==> src/rtl/uart_pkg.sv <==
// Shared types and constants for the configurable UART receiver.
// Latency: none (declarations only).
// Backpressure: not applicable.
package uart_pkg;

  // Receiver FSM states.
  typedef enum logic [2:0] {
    IDLE      = 3'd0,
    START     = 3'd1,
    DATA      = 3'd2,
    PARITY    = 3'd3,
    STOP      = 3'd4,
    WAIT_HIGH = 3'd5
  } uart_rx_state_e;

  // Default line rate: 100 MHz core clock at 9600 baud.
  localparam int UART_DEF_CLK_HZ       = 100_000_000;
  localparam int UART_DEF_BAUD         = 9600;
  localparam int UART_DEF_CLKS_PER_BIT = UART_DEF_CLK_HZ / UART_DEF_BAUD;

  // Widest supported data word; narrower words are zero-extended, which
  // leaves the XOR reduction unchanged.
  localparam int UART_MAX_DATA_BITS = 9;

  // True when the received parity bit disagrees with the data word.
  // odd = 0 expects even total parity, odd = 1 expects odd total parity.
  function automatic logic uart_parity_bad(input logic [UART_MAX_DATA_BITS-1:0] d,
                                           input logic par,
                                           input logic odd);
    return ((^d) ^ par) != odd;
  endfunction

endpackage

==> src/rtl/uart_rx_sync.sv <==
// Two-flop synchroniser for the asynchronous rx pin; both flops reset high (idle line).
// Latency: 2 clk cycles from pin to synchronised output.
// Backpressure: none, free-running.
module uart_rx_sync (
  input  logic clk,
  input  logic rst_n,
  input  logic rx_i,
  output logic rx_sync_o
);

  logic s1_q;
  logic s2_q;

  // Resample the pin twice; reset to the idle level so reset release is not a start edge.
  always_ff @(posedge clk or negedge rst_n) begin
    if (!rst_n) begin
      s1_q <= 1'b1;
      s2_q <= 1'b1;
    end else begin
      s1_q <= rx_i;
      s2_q <= s1_q;
    end
  end

  assign rx_sync_o = s2_q;

endmodule

==> src/rtl/uart_recv_cfg.sv <==
// Configurable UART receiver (bit period, width, stop bits; parity when UART_RECV_PARITY_EN is defined).
// Latency: rx fall to recv = 3 + CLKS_PER_BIT/2 + (DATA_BITS + parity + STOP_BITS) * CLKS_PER_BIT cycles.
// Backpressure: none; each recv strobe overwrites data.
module uart_recv_cfg
  import uart_pkg::*;
#(
  parameter int CLKS_PER_BIT = UART_DEF_CLKS_PER_BIT,
  parameter int DATA_BITS    = 8,
  parameter int STOP_BITS    = 1,
  parameter bit PARITY_ODD   = 1'b0
) (
  input  logic                 clk,
  input  logic                 rst_n,
  input  logic                 rx,
  output logic [DATA_BITS-1:0] data,
  output logic                 recv,
  output logic                 frame_err,
  output logic                 parity_err,
  output logic                 busy
);

  localparam int CNT_W = $clog2(CLKS_PER_BIT);
  localparam int IDX_W = $clog2(DATA_BITS);

  localparam logic [CNT_W-1:0] HALF_LOAD = CNT_W'(CLKS_PER_BIT / 2 - 1);
  localparam logic [CNT_W-1:0] FULL_LOAD = CNT_W'(CLKS_PER_BIT - 1);
  localparam logic [IDX_W-1:0] LAST_IDX  = IDX_W'(DATA_BITS - 1);
  localparam logic             STOP_LAST = 1'(STOP_BITS - 1);

  logic rx_s;

  uart_rx_sync u_sync (
    .clk       (clk),
    .rst_n     (rst_n),
    .rx_i      (rx),
    .rx_sync_o (rx_s)
  );

  uart_rx_state_e       state_q;
  logic [CNT_W-1:0]     cnt_q;
  logic [IDX_W-1:0]     bit_idx_q;
  logic                 stop_idx_q;
  logic                 stop_bad_q;
  logic [DATA_BITS-1:0] shift_q;
  logic [DATA_BITS-1:0] data_q;
  logic                 recv_q;
  logic                 ferr_q;
  logic                 busy_q;
`ifdef UART_RECV_PARITY_EN
  logic                 par_bad_q;
  logic                 perr_q;
`endif

  // Frame FSM: mid-bit sampling, shift register, and registered strobes.
  always_ff @(posedge clk or negedge rst_n) begin
    if (!rst_n) begin
      state_q    <= IDLE;
      cnt_q      <= '0;
      bit_idx_q  <= '0;
      stop_idx_q <= 1'b0;
      stop_bad_q <= 1'b0;
      shift_q    <= '0;
      data_q     <= '0;
      recv_q     <= 1'b0;
      ferr_q     <= 1'b0;
      busy_q     <= 1'b0;
`ifdef UART_RECV_PARITY_EN
      par_bad_q  <= 1'b0;
      perr_q     <= 1'b0;
`endif
    end else begin
      recv_q <= 1'b0;
      ferr_q <= 1'b0;
`ifdef UART_RECV_PARITY_EN
      perr_q <= 1'b0;
`endif
      case (state_q)
        IDLE: begin
          if (!rx_s) begin
            state_q <= START;
            cnt_q   <= HALF_LOAD;
            busy_q  <= 1'b1;
          end
        end

        START: begin
          if (cnt_q != '0) begin
            cnt_q <= cnt_q - 1'b1;
          end else if (!rx_s) begin
            state_q   <= DATA;
            cnt_q     <= FULL_LOAD;
            bit_idx_q <= '0;
          end else begin
            // Line went back high before mid-start: glitch, not a frame.
            state_q <= IDLE;
            busy_q  <= 1'b0;
          end
        end

        DATA: begin
          if (cnt_q != '0) begin
            cnt_q <= cnt_q - 1'b1;
          end else begin
            cnt_q   <= FULL_LOAD;
            shift_q <= {rx_s, shift_q[DATA_BITS-1:1]};
            if (bit_idx_q == LAST_IDX) begin
              stop_idx_q <= 1'b0;
              stop_bad_q <= 1'b0;
`ifdef UART_RECV_PARITY_EN
              state_q    <= PARITY;
`else
              state_q    <= STOP;
`endif
            end else begin
              bit_idx_q <= bit_idx_q + 1'b1;
            end
          end
        end

`ifdef UART_RECV_PARITY_EN
        PARITY: begin
          if (cnt_q != '0) begin
            cnt_q <= cnt_q - 1'b1;
          end else begin
            cnt_q     <= FULL_LOAD;
            par_bad_q <= uart_parity_bad(UART_MAX_DATA_BITS'(shift_q), rx_s, PARITY_ODD);
            state_q   <= STOP;
          end
        end
`endif

        STOP: begin
          if (cnt_q != '0) begin
            cnt_q <= cnt_q - 1'b1;
          end else if (stop_idx_q != STOP_LAST) begin
            // Earlier stop bit: remember a low sample, decide at the last one.
            stop_bad_q <= stop_bad_q | ~rx_s;
            stop_idx_q <= stop_idx_q + 1'b1;
            cnt_q      <= FULL_LOAD;
          end else if (!rx_s || stop_bad_q) begin
            // Framing error wins over parity; wait for the break to end.
            ferr_q  <= 1'b1;
            state_q <= WAIT_HIGH;
          end
`ifdef UART_RECV_PARITY_EN
          else if (par_bad_q) begin
            perr_q  <= 1'b1;
            state_q <= IDLE;
            busy_q  <= 1'b0;
          end
`endif
          else begin
            // Leave at mid-stop so a start edge half a bit later is caught.
            data_q  <= shift_q;
            recv_q  <= 1'b1;
            state_q <= IDLE;
            busy_q  <= 1'b0;
          end
        end

        WAIT_HIGH: begin
          if (rx_s) begin
            state_q <= IDLE;
            busy_q  <= 1'b0;
          end
        end

        default: begin
          state_q <= IDLE;
          busy_q  <= 1'b0;
        end
      endcase
    end
  end

  assign data      = data_q;
  assign recv      = recv_q;
  assign frame_err = ferr_q;
  assign busy      = busy_q;

`ifdef UART_RECV_PARITY_EN
  assign parity_err = perr_q;
`else
  // No parity hardware: the sense bit is irrelevant and the strobe is constant low.
  assign parity_err = 1'b0 & PARITY_ODD;
`endif

endmodule

==> config.mk <==
export PLATFORM = sky130hd
export DESIGN_NAME = uart_recv_cfg
export DESIGN_NICKNAME = d
export VERILOG_FILES = /design/src/rtl/uart_pkg.sv /design/src/rtl/uart_rx_sync.sv /design/src/rtl/uart_recv_cfg.sv
export SDC_FILE = /design/constraint.sdc
export NUM_CORES = 1
export LEC_CHECK = 0
export BUFFER_PORTS_ARGS = -buffer_cell sky130_fd_sc_hd__buf_2
export CAP_MARGIN = 5
export CORE_MARGIN = 1
export CORE_UTILIZATION = 35
export DETAILED_ROUTE_END_ITERATION = 10
export PLACE_DENSITY = 0.54
export REMOVE_ABC_BUFFERS = 1
export SYNTH_ARGS = -nofsm -noshare
export SYNTH_HDL_FRONTEND = slang
export SYNTH_SLANG_ARGS = --single-unit
==> constraint.sdc <==
create_clock -name clk -period 2.43 [get_ports clk]
set_clock_uncertainty 0.05 [all_clocks]
set_input_delay 0.243 -clock clk [delete_from_list [all_inputs] [get_ports clk]]
set_output_delay 0.243 -clock clk [all_outputs]
set_load 0.03 [all_outputs]
---- Word level (Yosys, flattened, before mapping) ----
Cells that the tools add are included.
cells by class
  $add $sub $neg .......................... 3
  equality and inequality tests ........... 18
  multiplexer cells ....................... 45
  bitwise operators ....................... 6
  reduce and logical (&&, ||, !) cells .... 15
operator list
  operator                                            count
  2-to-1 mux 14 bit                                   6
  case mux 14 bit (4 select lines)                    1
  2-to-1 mux 3 bit                                    12
  2-to-1 mux 1 bit                                    20
  inequality test 2 bit, second input constant        10
  case mux 3 bit (5 select lines)                     1
  nonzero test 14 bit                                 1
  subtractor 14 x 1 -> 14 bit, second input constant  1
  AND reduction 4 bit                                 3
  AND reduction 5 bit                                 2
  == test 3 bit, second input constant                3
  AND reduction 7 bit                                 1
  inequality test 3 bit, second input constant        2
  case mux 3 bit (2 select lines)                     1
  AND reduction 6 bit                                 1
  inverter 1 bit                                      5
  case mux 1 bit (5 select lines)                     1
  case mux 1 bit (2 select lines)                     2
  nonzero test 2 bit                                  2
  nonzero test 4 bit                                  1
  adder 3 x 1 -> 3 bit, second input constant         1
  == test 3 x 1 -> 1 bit, second input constant       1
  == test 3 x 2 -> 1 bit, second input constant       1
  zero test 3 bit                                     1
  7 further kinds                                     7
storage, ports and cells
  register bits ........................... 43
  bits of input ports ..................... 3
  word-level logic and storage cells ...... 99

---- Depth between registers and ports, before layout ----
Gate-level depths: netlist (run 1).
  depth after elaboration ................. 6
  depth in mapped cells ................... 8
  mapped depth without buffers ............ 6

---- By module ----
From an unflattened synthesis (run 1), not the netlist that was laid out.
second synthesis, totals
  cell total of the unflattened synthesis .. 227
  area total of the unflattened synthesis .. 2,285.9 um^2
modules (own cells, without submodules)
  module         instances  cells each  area an instance (um^2)  seq. area each (um^2)
  uart_recv_cfg  1          225         2,233.4                  1,001.0
  uart_rx_sync   1          2           52.6                     52.6

---- Least setup slack after synthesis (run 1) ----
Ideal clock, no wire load.
  path kind ............................... reg-to-reg
  start point ............................. reg cnt_q[0]
  end point ............................... reg data_q[0], in the netlist data[0]
  setup time .............................. 0.125 ns
  data arrival time ....................... 2.008 ns
  required time ........................... 2.255 ns
  setup slack ............................. 0.247 ns
  stages on the path, launching flop included .. 9
  buffers on the path ..................... 2
  clock period less this slack ............ 2.183 ns
  cells stage by stage .................... dfrtp_1 > inv_1 > ha_1 > or3b_1 > buf_2 > nor4_4 > and4_4 > buf_12 > mux2_4
on the way
  cells in the longest elaborated chain, start to end .. 3
RTL lines
  item                           RTL line              source
  start: declaration             uart_recv_cfg.sv:40   logic [CNT_W-1:0] cnt_q;
  start signal: assignment       uart_recv_cfg.sv:88   cnt_q <= cnt_q - 1'b1;
  start signal: assignment       uart_recv_cfg.sv:102  cnt_q <= cnt_q - 1'b1;
  start signal: assignment       uart_recv_cfg.sv:134  cnt_q <= cnt_q - 1'b1;
  nonzero test 14 bit            uart_recv_cfg.sv:133  if (cnt_q != '0) begin
  inverter 1 bit (no line)       n/a
  AND reduction 4 bit (no line)  n/a
  end signal: assignment         uart_recv_cfg.sv:154  data_q <= shift_q;
  end: declaration               uart_recv_cfg.sv:45   logic [DATA_BITS-1:0] data_q;
No other way between the ends.
A chain may end at the register's enable or synchronous reset.

---- Worst setup path in the final report (run 1) ----
  start point ............................. reg cnt_q[0]
  end point ............................... reg data_q[6], in the netlist data[6]
Same word-level chain as after synthesis.

==> impl_metrics.py, run 1 <==
metrics = {
    "pwr": {
        "total_power_w": 0.001396,
        "power.density_mw_per_mm2": 535.2,
        "vdd_ir_drop_max_mv": 0.2604,
        "power_leakage_nw": 1.167,
    },
    "run": {
        "maxCapViolCount": 0,
    },
    "placed_design": {
        "dp_cells": 298,
        "post-dp-hpwl_mm": 3.221,
        "routabilityCongestion": 0.8467,
        "placement.setup.worst_slack_ns": 0.1470,
        "port_buffers": 13,
    },
    "route": {
        "detail_route.wirelength_mm": 4.734,
        "detailroute.via_count": 1772,
        "drtAntennaViolNets": 0,
        "initial_drc_count": 68,
        "detail_route.wl_per_cell_microns": 15.42,
        "drcViolationCount": 0,
        "detail_route.first_pass.iterations": 4,
        "vias_per_cell": 5.772,
    },
    "global_routing": {
        "grt-ovfl-total": 0,
        "number_of_antenna_violations_at_the_first_check_in_global_routing": 0,
        "grt_usage_pct": 14.67,
        "first_global_vias": 1696,
        "grt_max_degree": 43,
        "grt_first_pass_wirelength_mm": 8.204,
    },
    "final_layout": {
        "num_antenna_cells": 0,
        "seqCellArea_sq_mm": 0.001054,
        "instances_no_fill": 307,
        "share_of_cells_above_drive_strength_1_pct": 23.04,
        "area.growth.synth_to_final_pct": 12.95,
        "number_of_filler_instances_in_the_final_layout": 612,
        "nets": 235,
        "multi_input_comb_area_sq_mm": 0.001122,
    },
    "logic_synthesis": {
        "asyncSetResetFlopFracSynth_pct": 100.0,
        "seq_area_frac_synth_pct": 45.61,
        "synth.avg_cell_area_sq_um": 10.84,
        "synth_seq_cells": 42,
        "synth_largest_type_area_fraction_pct": 43.34,
        "netlist_area_sq_mm": 0.002310,
        "ys_types": 66,
        "syn-instance-count": 213,
        "yosysWarnings": 0,
        "yosysTopAreaCell": "sky130_fd_sc_hd__dfrtp_1",
        "synthFlopType": "sky130_fd_sc_hd__dfrtp_1",
        "count_of_flip_flops_with_a_built_in_enable_after_synthesis": 0,
        "most_area_consuming_cells_after_synthesis": "sky130_fd_sc_hd__dfrtp_1 43%, sky130_fd_sc_hd__mux2_4 5.2%, sky130_fd_sc_hd__mux2_1 4.4%, sky130_fd_sc_hd__nor2_1 2.4%, sky130_fd_sc_hd__dfstp_2 2.3%",
    },
    "worst_setup_path": {
        "timing.rr.start": "cnt_q[0]",
        "worst-endpoint-arrival_ns": 2.43,
        "family_with_the_most_delay_on_the_worst_path": "simple AND/OR/NAND/NOR gates",
        "crit_path_start_kind": "register",
        "reg2regPathDepth": 6,
        "worstSetupEndpointType": "register",
        "r2r-end": "data[6]",
        "worst-r2r-setup-slack_ns": 0.14,
        "crit_slowest_cell": "sky130_fd_sc_hd__or3b_1",
        "cp_num_buf_inv": 1,
        "cp.depth": 6,
        "timing.critical_path.fanout_max": 9,
        "worst_ep_required_time_ns": 2.57,
        "timing.critical_path.cells": "inv_1 > ha_1 > or3b_1 > nor4_4 > and4_4 > mux2_4",
        "critical_path_class": "register to register",
        "cp_slowest_stage_delay_ns": 0.46,
    },
    "timing": {
        "final_period_minus_worst_setup_slack_ns": 2.294,
        "grt_setup_unrepaired": "false",
        "worst_pin_slew_ns": 0.9528,
        "setup_ws_ns": 0.1359,
        "fin_max_slew_vios": 0,
        "hold_violations": 0,
        "fmaxAchievable_ghz": 0.4359,
        "fin_tns_setup_ns": 0,
        "timing.final.setup_violations": 0,
        "final.period_utilization_pct": 94.41,
        "relSlewSlack_pct": 36.48,
    },
    "cts": {
        "holdBufCountCts": 1,
        "cts_tree": "yes",
        "ctsHtreeMaxLevel": 2,
        "worst_skew_pair.late_latency_ns": 0.29,
        "numClockSinks": 42,
        "path_clk_slew_ns": 0.08,
        "cts.repair_timing.setup_buffer_count": 0,
        "cts-root-buf": "sky130_fd_sc_hd__clkbuf_8",
        "cts_inserted_buffers": 5,
        "postCtsResizedCells": 0,
        "buffer_depth_of_the_longest_clock_path": 2,
    },
    "die": {
        "rows": 29,
        "dieArea_sq_mm": 0.006928,
        "dieWidth_microns": 83.24,
        "dieHeight_microns": 83.24,
        "floorplan.core_area_sq_mm": 0.006350,
        "boundaryPins": 15,
        "start_util_pct": 36.37,
    },
    "outcome": {
        "run_status": "finished clean",
    },
    "min_path": {
        "timing.hold.worst.class": "input port to async pin",
    },
}
metrics by stage:
step | util (%) | hold WS, ns | cell area (sq um)
floorplan | - | -0.1026 | 2210
global placement | 38.76 | 0.2965 | 2461
detailed placement | 38.76 | 0.2973 | 2461
CTS | 41.08 | 0.07653 | 2609
global route | 41.08 | 0.1121 | 2609
finish | 41.08 | 0.04194 | 2609
state kept, by name (all words and copies together) (netlist names):
register          cells
shift_q               8
u_sync.rx_sync_o      1
cnt_q                14
data                  8
busy                  1
bit_idx_q             3
state_q               3
stop_bad_q            1
u_sync.s1_q           1
recv                  1
frame_err             1
Yosys cell counts (3+ instances only):
| cell | n |
|---|---|
| sky130_fd_sc_hd__o31ai_1 | 7 |
| sky130_fd_sc_hd__clkbuf_1 | 8 |
| sky130_fd_sc_hd__o21ai_1 | 4 |
| sky130_fd_sc_hd__nand3_1 | 3 |
| sky130_fd_sc_hd__o2bb2ai_1 | 3 |
| sky130_fd_sc_hd__o211ai_1 | 3 |
| sky130_fd_sc_hd__mux2_1 | 9 |
| sky130_fd_sc_hd__nor4_1 | 7 |
| sky130_fd_sc_hd__ha_1 | 3 |
| sky130_fd_sc_hd__nor3_1 | 8 |
| sky130_fd_sc_hd__buf_2 | 4 |
| sky130_fd_sc_hd__inv_1 | 9 |
| sky130_fd_sc_hd__o221ai_1 | 3 |
| sky130_fd_sc_hd__mux2_4 | 8 |
| sky130_fd_sc_hd__dfrtp_1 | 40 |
| sky130_fd_sc_hd__a21oi_1 | 5 |
| sky130_fd_sc_hd__o21ai_0 | 9 |
| sky130_fd_sc_hd__nor2_1 | 15 |
| sky130_fd_sc_hd__a22o_1 | 4 |
final cells by class:
cell class | instances | area share, %
Clock buffer | 5 | 2.638
Clock inverter | 3 | 2.638
Inverter | 9 | 1.295
Multi-Input combinational cell | 145 | 43.02
Sequential cell | 42 | 40.38
Tap cell | 77 | 3.693
Timing Repair Buffer | 26 | 6.331
report_power, final:
part | switching (W) | internal [W]
combinational | 0.0000221 | 0.00000430
sequential | 0.00000208 | 0.000701
clock | 0.000255 | 0.000412
cells by family (layout without fill, tap and decap cells):
family | Yosys count | after routing | share of synthesized area (%)
adders and majority gates | 3 | 3 | 1.625
buffers and inverters | 26 | 43 | 5.796
muxes | 18 | 18 | 10.08
and+or+nand+nor | 59 | 59 | 16.63
DFF | 42 | 42 | 45.61
xor gates and xnor gates | 2 | 2 | 0.7585
AOI/OAI and AO/OA | 62 | 62 | 19.34
other | 1 | 1 | 0.1624
worst max path at each step:
stage,endpoint,start
floorplan,data[0],cnt_q[0]
global route,cnt_q[10],cnt_q[1]
CTS,data[0],cnt_q[0]
detailed placement,data[6],cnt_q[0]
global placement,data[6],cnt_q[0]
finish,data[6],cnt_q[0]
placed cells by master (no fill, tap or decap), types with 3 or more instances in the layout:
| master | Yosys | final |
|---|---|---|
| sky130_fd_sc_hd__a21oi_1 | 5 | 5 |
| sky130_fd_sc_hd__a22o_1 | 4 | 4 |
| sky130_fd_sc_hd__buf_2 | 4 | 13 |
| sky130_fd_sc_hd__buf_4 | 2 | 12 |
| sky130_fd_sc_hd__clkbuf_8 | 0 | 5 |
| sky130_fd_sc_hd__dfrtp_1 | 40 | 40 |
| sky130_fd_sc_hd__ha_1 | 3 | 3 |
| sky130_fd_sc_hd__inv_1 | 9 | 9 |
| sky130_fd_sc_hd__mux2_1 | 9 | 9 |
| sky130_fd_sc_hd__mux2_4 | 8 | 8 |
| sky130_fd_sc_hd__nand3_1 | 3 | 3 |
| sky130_fd_sc_hd__nor2_1 | 15 | 15 |
| sky130_fd_sc_hd__nor3_1 | 8 | 8 |
| sky130_fd_sc_hd__nor4_1 | 7 | 7 |
| sky130_fd_sc_hd__o211ai_1 | 3 | 3 |
| sky130_fd_sc_hd__o21ai_0 | 9 | 9 |
| sky130_fd_sc_hd__o21ai_1 | 4 | 4 |
| sky130_fd_sc_hd__o221ai_1 | 3 | 3 |
| sky130_fd_sc_hd__o2bb2ai_1 | 3 | 3 |
| sky130_fd_sc_hd__o31ai_1 | 7 | 7 |
metal layers:
layer | vias up | global-route usage, % | wire length [microns]
met5 | - | 0 | 0
met4 | 0 | 6.426 | 76
met3 | 8 | 2.485 | 230
met2 | 48 | 22.21 | 2087
met1 | 870 | 20.55 | 2340
li1 | 846 | - | -
Power figures use the tool's default switching activity.
==> inputs of run 2 (changes only) <==
--- a/config.mk
+++ b/config.mk
@@ -5,10 +5,12 @@
 export SDC_FILE = /design/constraint.sdc
 export NUM_CORES = 1
 export LEC_CHECK = 0
+export ABC_AREA = 1
 export BUFFER_PORTS_ARGS = -buffer_cell sky130_fd_sc_hd__buf_2
 export CAP_MARGIN = 5
 export CORE_MARGIN = 1
 export CORE_UTILIZATION = 35
+export CTS_CLUSTER_SIZE = 28
 export DETAILED_ROUTE_END_ITERATION = 10
 export PLACE_DENSITY = 0.54
 export REMOVE_ABC_BUFFERS = 1
==> run 2 against run 1 <==
  * Cell count rose by 25%
  * Core utilization fell by 0.26 points
  * Highest routed layer unchanged
  * Hold slack got worse by 0.020 ns
  * Area after synthesis fell by 1.9%
  * Flip-flop and latch count did not move
  * Largest cell class is now sequential cells
  * Clock power fell by 27%
==> impl_metrics.py, run 2 <==
metrics = {
    "cts": {
        "worst_skew_pair.late_latency_ns": 0.30,
        "postCtsResizedCells": 0,
        "ctsHtreeMaxLevel": 2,
        "holdBufCountCts": 1,
        "path_clk_slew_ns": 0.09,
        "cts.repair_timing.setup_buffer_count": 0,
        "cts_inserted_buffers": 5,
        "numClockSinks": 42,
        "cts_tree": "yes",
        "cts-root-buf": "sky130_fd_sc_hd__clkbuf_8",
        "buffer_depth_of_the_longest_clock_path": 2,
    },
    "timing": {
        "setup_ws_ns": 0.5982,
        "timing.final.setup_violations": 0,
        "worst_pin_slew_ns": 0.9137,
        "final.period_utilization_pct": 75.38,
        "grt_setup_unrepaired": "false",
        "final_period_minus_worst_setup_slack_ns": 1.832,
        "fmaxAchievable_ghz": 0.5459,
        "fin_tns_setup_ns": 0,
        "hold_violations": 0,
        "relSlewSlack_pct": 39.09,
        "fin_max_slew_vios": 0,
    },
    "die": {
        "rows": 28,
        "dieHeight_microns": 82.46,
        "floorplan.core_area_sq_mm": 0.006096,
        "boundaryPins": 15,
        "start_util_pct": 37.17,
        "dieArea_sq_mm": 0.006800,
        "dieWidth_microns": 82.46,
    },
    "worst_setup_path": {
        "timing.critical_path.fanout_max": 17,
        "r2r-end": "bit_idx_q[2]",
        "worstSetupEndpointType": "register",
        "critical_path_class": "register to register",
        "timing.rr.start": "cnt_q[0]",
        "worst_ep_required_time_ns": 2.62,
        "reg2regPathDepth": 10,
        "worst-endpoint-arrival_ns": 2.02,
        "crit_path_start_kind": "register",
        "worst-r2r-setup-slack_ns": 0.60,
    },
    "final_layout": {
        "largest_register_by_flop_count": "cnt_q",
        "area.growth.synth_to_final_pct": 9.829,
        "instances_no_fill": 384,
        "share_of_cells_above_drive_strength_1_pct": 16.50,
        "layout.cells.most_common_list": "97 x sky130_fd_sc_hd__nand2_1, 40 x sky130_fd_sc_hd__dfrtp_1, 36 x sky130_fd_sc_hd__inv_1, 24 x sky130_fd_sc_hd__nor2_1, 23 x sky130_fd_sc_hd__nand3_1",
        "nets": 314,
        "num_antenna_cells": 0,
        "layout_commonest_cell": "sky130_fd_sc_hd__nand2_1",
        "number_of_filler_instances_in_the_final_layout": 635,
        "largest_reg_flops": 14,
    },
    "placed_design": {
        "routabilityCongestion": 0.9211,
        "placement.setup.worst_slack_ns": 0.6041,
        "dp_cells": 375,
        "port_buffers": 13,
        "post-dp-hpwl_mm": 3.177,
    },
    "route": {
        "detailroute.via_count": 1809,
        "drcViolationCount": 0,
        "drtAntennaViolNets": 0,
        "detail_route.wl_per_cell_microns": 11.24,
        "initial_drc_count": 113,
        "vias_per_cell": 4.711,
        "detail_route.first_pass.iterations": 4,
        "detail_route.wirelength_mm": 4.318,
    },
    "logic_synthesis": {
        "yosysWarnings": 0,
        "synthFlopType": "sky130_fd_sc_hd__dfrtp_1",
        "count_of_flip_flops_with_a_built_in_enable_after_synthesis": 0,
        "most_area_consuming_cells_after_synthesis": "sky130_fd_sc_hd__dfrtp_1 44%, sky130_fd_sc_hd__nand2_1 16%, sky130_fd_sc_hd__inv_1 6.0%, sky130_fd_sc_hd__o21ai_2 5.8%, sky130_fd_sc_hd__nand3_1 5.1%",
        "netlist_area_sq_mm": 0.002266,
        "synth_largest_type_area_fraction_pct": 44.17,
        "asyncSetResetFlopFracSynth_pct": 100.0,
        "yosysTopAreaCell": "sky130_fd_sc_hd__dfrtp_1",
        "seq_area_frac_synth_pct": 46.49,
        "synth_seq_cells": 42,
        "syn-instance-count": 292,
        "synth.avg_cell_area_sq_um": 7.760,
        "post_synth_most_frequent_cells": "97 x sky130_fd_sc_hd__nand2_1, 40 x sky130_fd_sc_hd__dfrtp_1, 36 x sky130_fd_sc_hd__inv_1",
        "synth.most_common_cell": "sky130_fd_sc_hd__nand2_1",
        "ys_types": 26,
    },
    "pwr": {
        "total_power_w": 0.001213,
        "power.density_mw_per_mm2": 487.3,
        "vdd_ir_drop_max_mv": 0.3258,
        "power_leakage_nw": 1.327,
    },
    "global_routing": {
        "grt-ovfl-total": 0,
        "number_of_antenna_violations_at_the_first_check_in_global_routing": 0,
        "grt_usage_pct": 14.73,
        "grt_first_pass_wirelength_mm": 7.562,
        "grt_max_degree": 43,
        "first_global_vias": 1715,
    },
    "min_path": {
        "timing.hold.worst.class": "input port to async pin",
    },
    "outcome": {
        "run_status": "finished clean",
    },
    "run": {
        "maxCapViolCount": 0,
    },
}
run 2: changes by cell type in the layout (fill, tap and decap cells not counted), sizes merged, moves of 12 or more:
cell   change
nor2      +12
nand3     +20
buf       -12
inv       +30
o21ai     +21
nand2    +100
mux2      -18
run 2: area by class of cell:
| type | instances | area, sq um | share of cell area [%] |
|---|---|---|---|
| Sequential cell | 42 | 1054 | 42.33 |
| Multi-Input combinational cell | 208 | 1026 | 41.23 |
| Inverter | 37 | 143.9 | 5.782 |
| Tap cell | 75 | 93.84 | 3.771 |
| Timing Repair Buffer | 14 | 75.07 | 3.017 |
| Clock buffer | 5 | 68.82 | 2.765 |
| Clock inverter | 3 | 27.53 | 1.106 |
run 2: worst max-delay path, stage by stage (launching register included):
cell,delay (ns)
sky130_fd_sc_hd__dfrtp_1,0.40
sky130_fd_sc_hd__inv_1,0.08
sky130_fd_sc_hd__ha_1,0.19
sky130_fd_sc_hd__nand2_2,0.11
sky130_fd_sc_hd__nor2_4,0.19
sky130_fd_sc_hd__nand2_4,0.18
sky130_fd_sc_hd__inv_6,0.13
sky130_fd_sc_hd__nand2_4,0.14
sky130_fd_sc_hd__nor2_2,0.17
sky130_fd_sc_hd__nand2_1,0.06
sky130_fd_sc_hd__nand2_1,0.06
run 2: worst max-delay path by stage:
stage	start	endpoint	slack, ns
global placement	cnt_q[0]	bit_idx_q[1]	0.61
detailed placement	cnt_q[0]	bit_idx_q[0]	0.60
CTS	cnt_q[0]	bit_idx_q[2]	0.58
finish	cnt_q[0]	bit_idx_q[2]	0.60
global route	cnt_q[0]	bit_idx_q[1]	0.39
floorplan	cnt_q[0]	data[1]	0.83
run 2: stage by stage:
| step | hold WS [ns] | util (%) | cell area, sq um |
|---|---|---|---|
| final | 0.02178 | 40.83 | 2489 |
| after global placement | 0.2962 | 39.08 | 2382 |
| after detailed placement | 0.2996 | 39.08 | 2382 |
| after floorplan | -0.1026 | - | 2223 |
| after global routing | 0.1219 | 40.83 | 2489 |
| after CTS | 0.06226 | 40.83 | 2489 |
run 2: metal layers:
layer	share of wire, %	GRT usage, %	up-vias
met5	0	0	-
met4	1.6	5.614	0
met3	2.7	3.297	9
met2	46	23.97	24
met1	50	18.99	815
li1	-	-	961
run 2: kinds of logic (layout without fill, tap and decap cells):
group	after synthesis	after routing	share of synthesized area (%)
simple gates	167	167	32.80
fa+ha+maj	3	3	1.657
flops	42	42	46.49
buf+inv	42	59	8.227
compound gates	37	37	10.66
other cells	1	1	0.1655
run 2: power by group:
group	switching (W)	internal, W	total [W]
Clock	0.000273	0.000213	0.000486
Sequential	0.000000994	0.000701	0.000702
Combinational	0.0000208	0.00000408	0.0000248
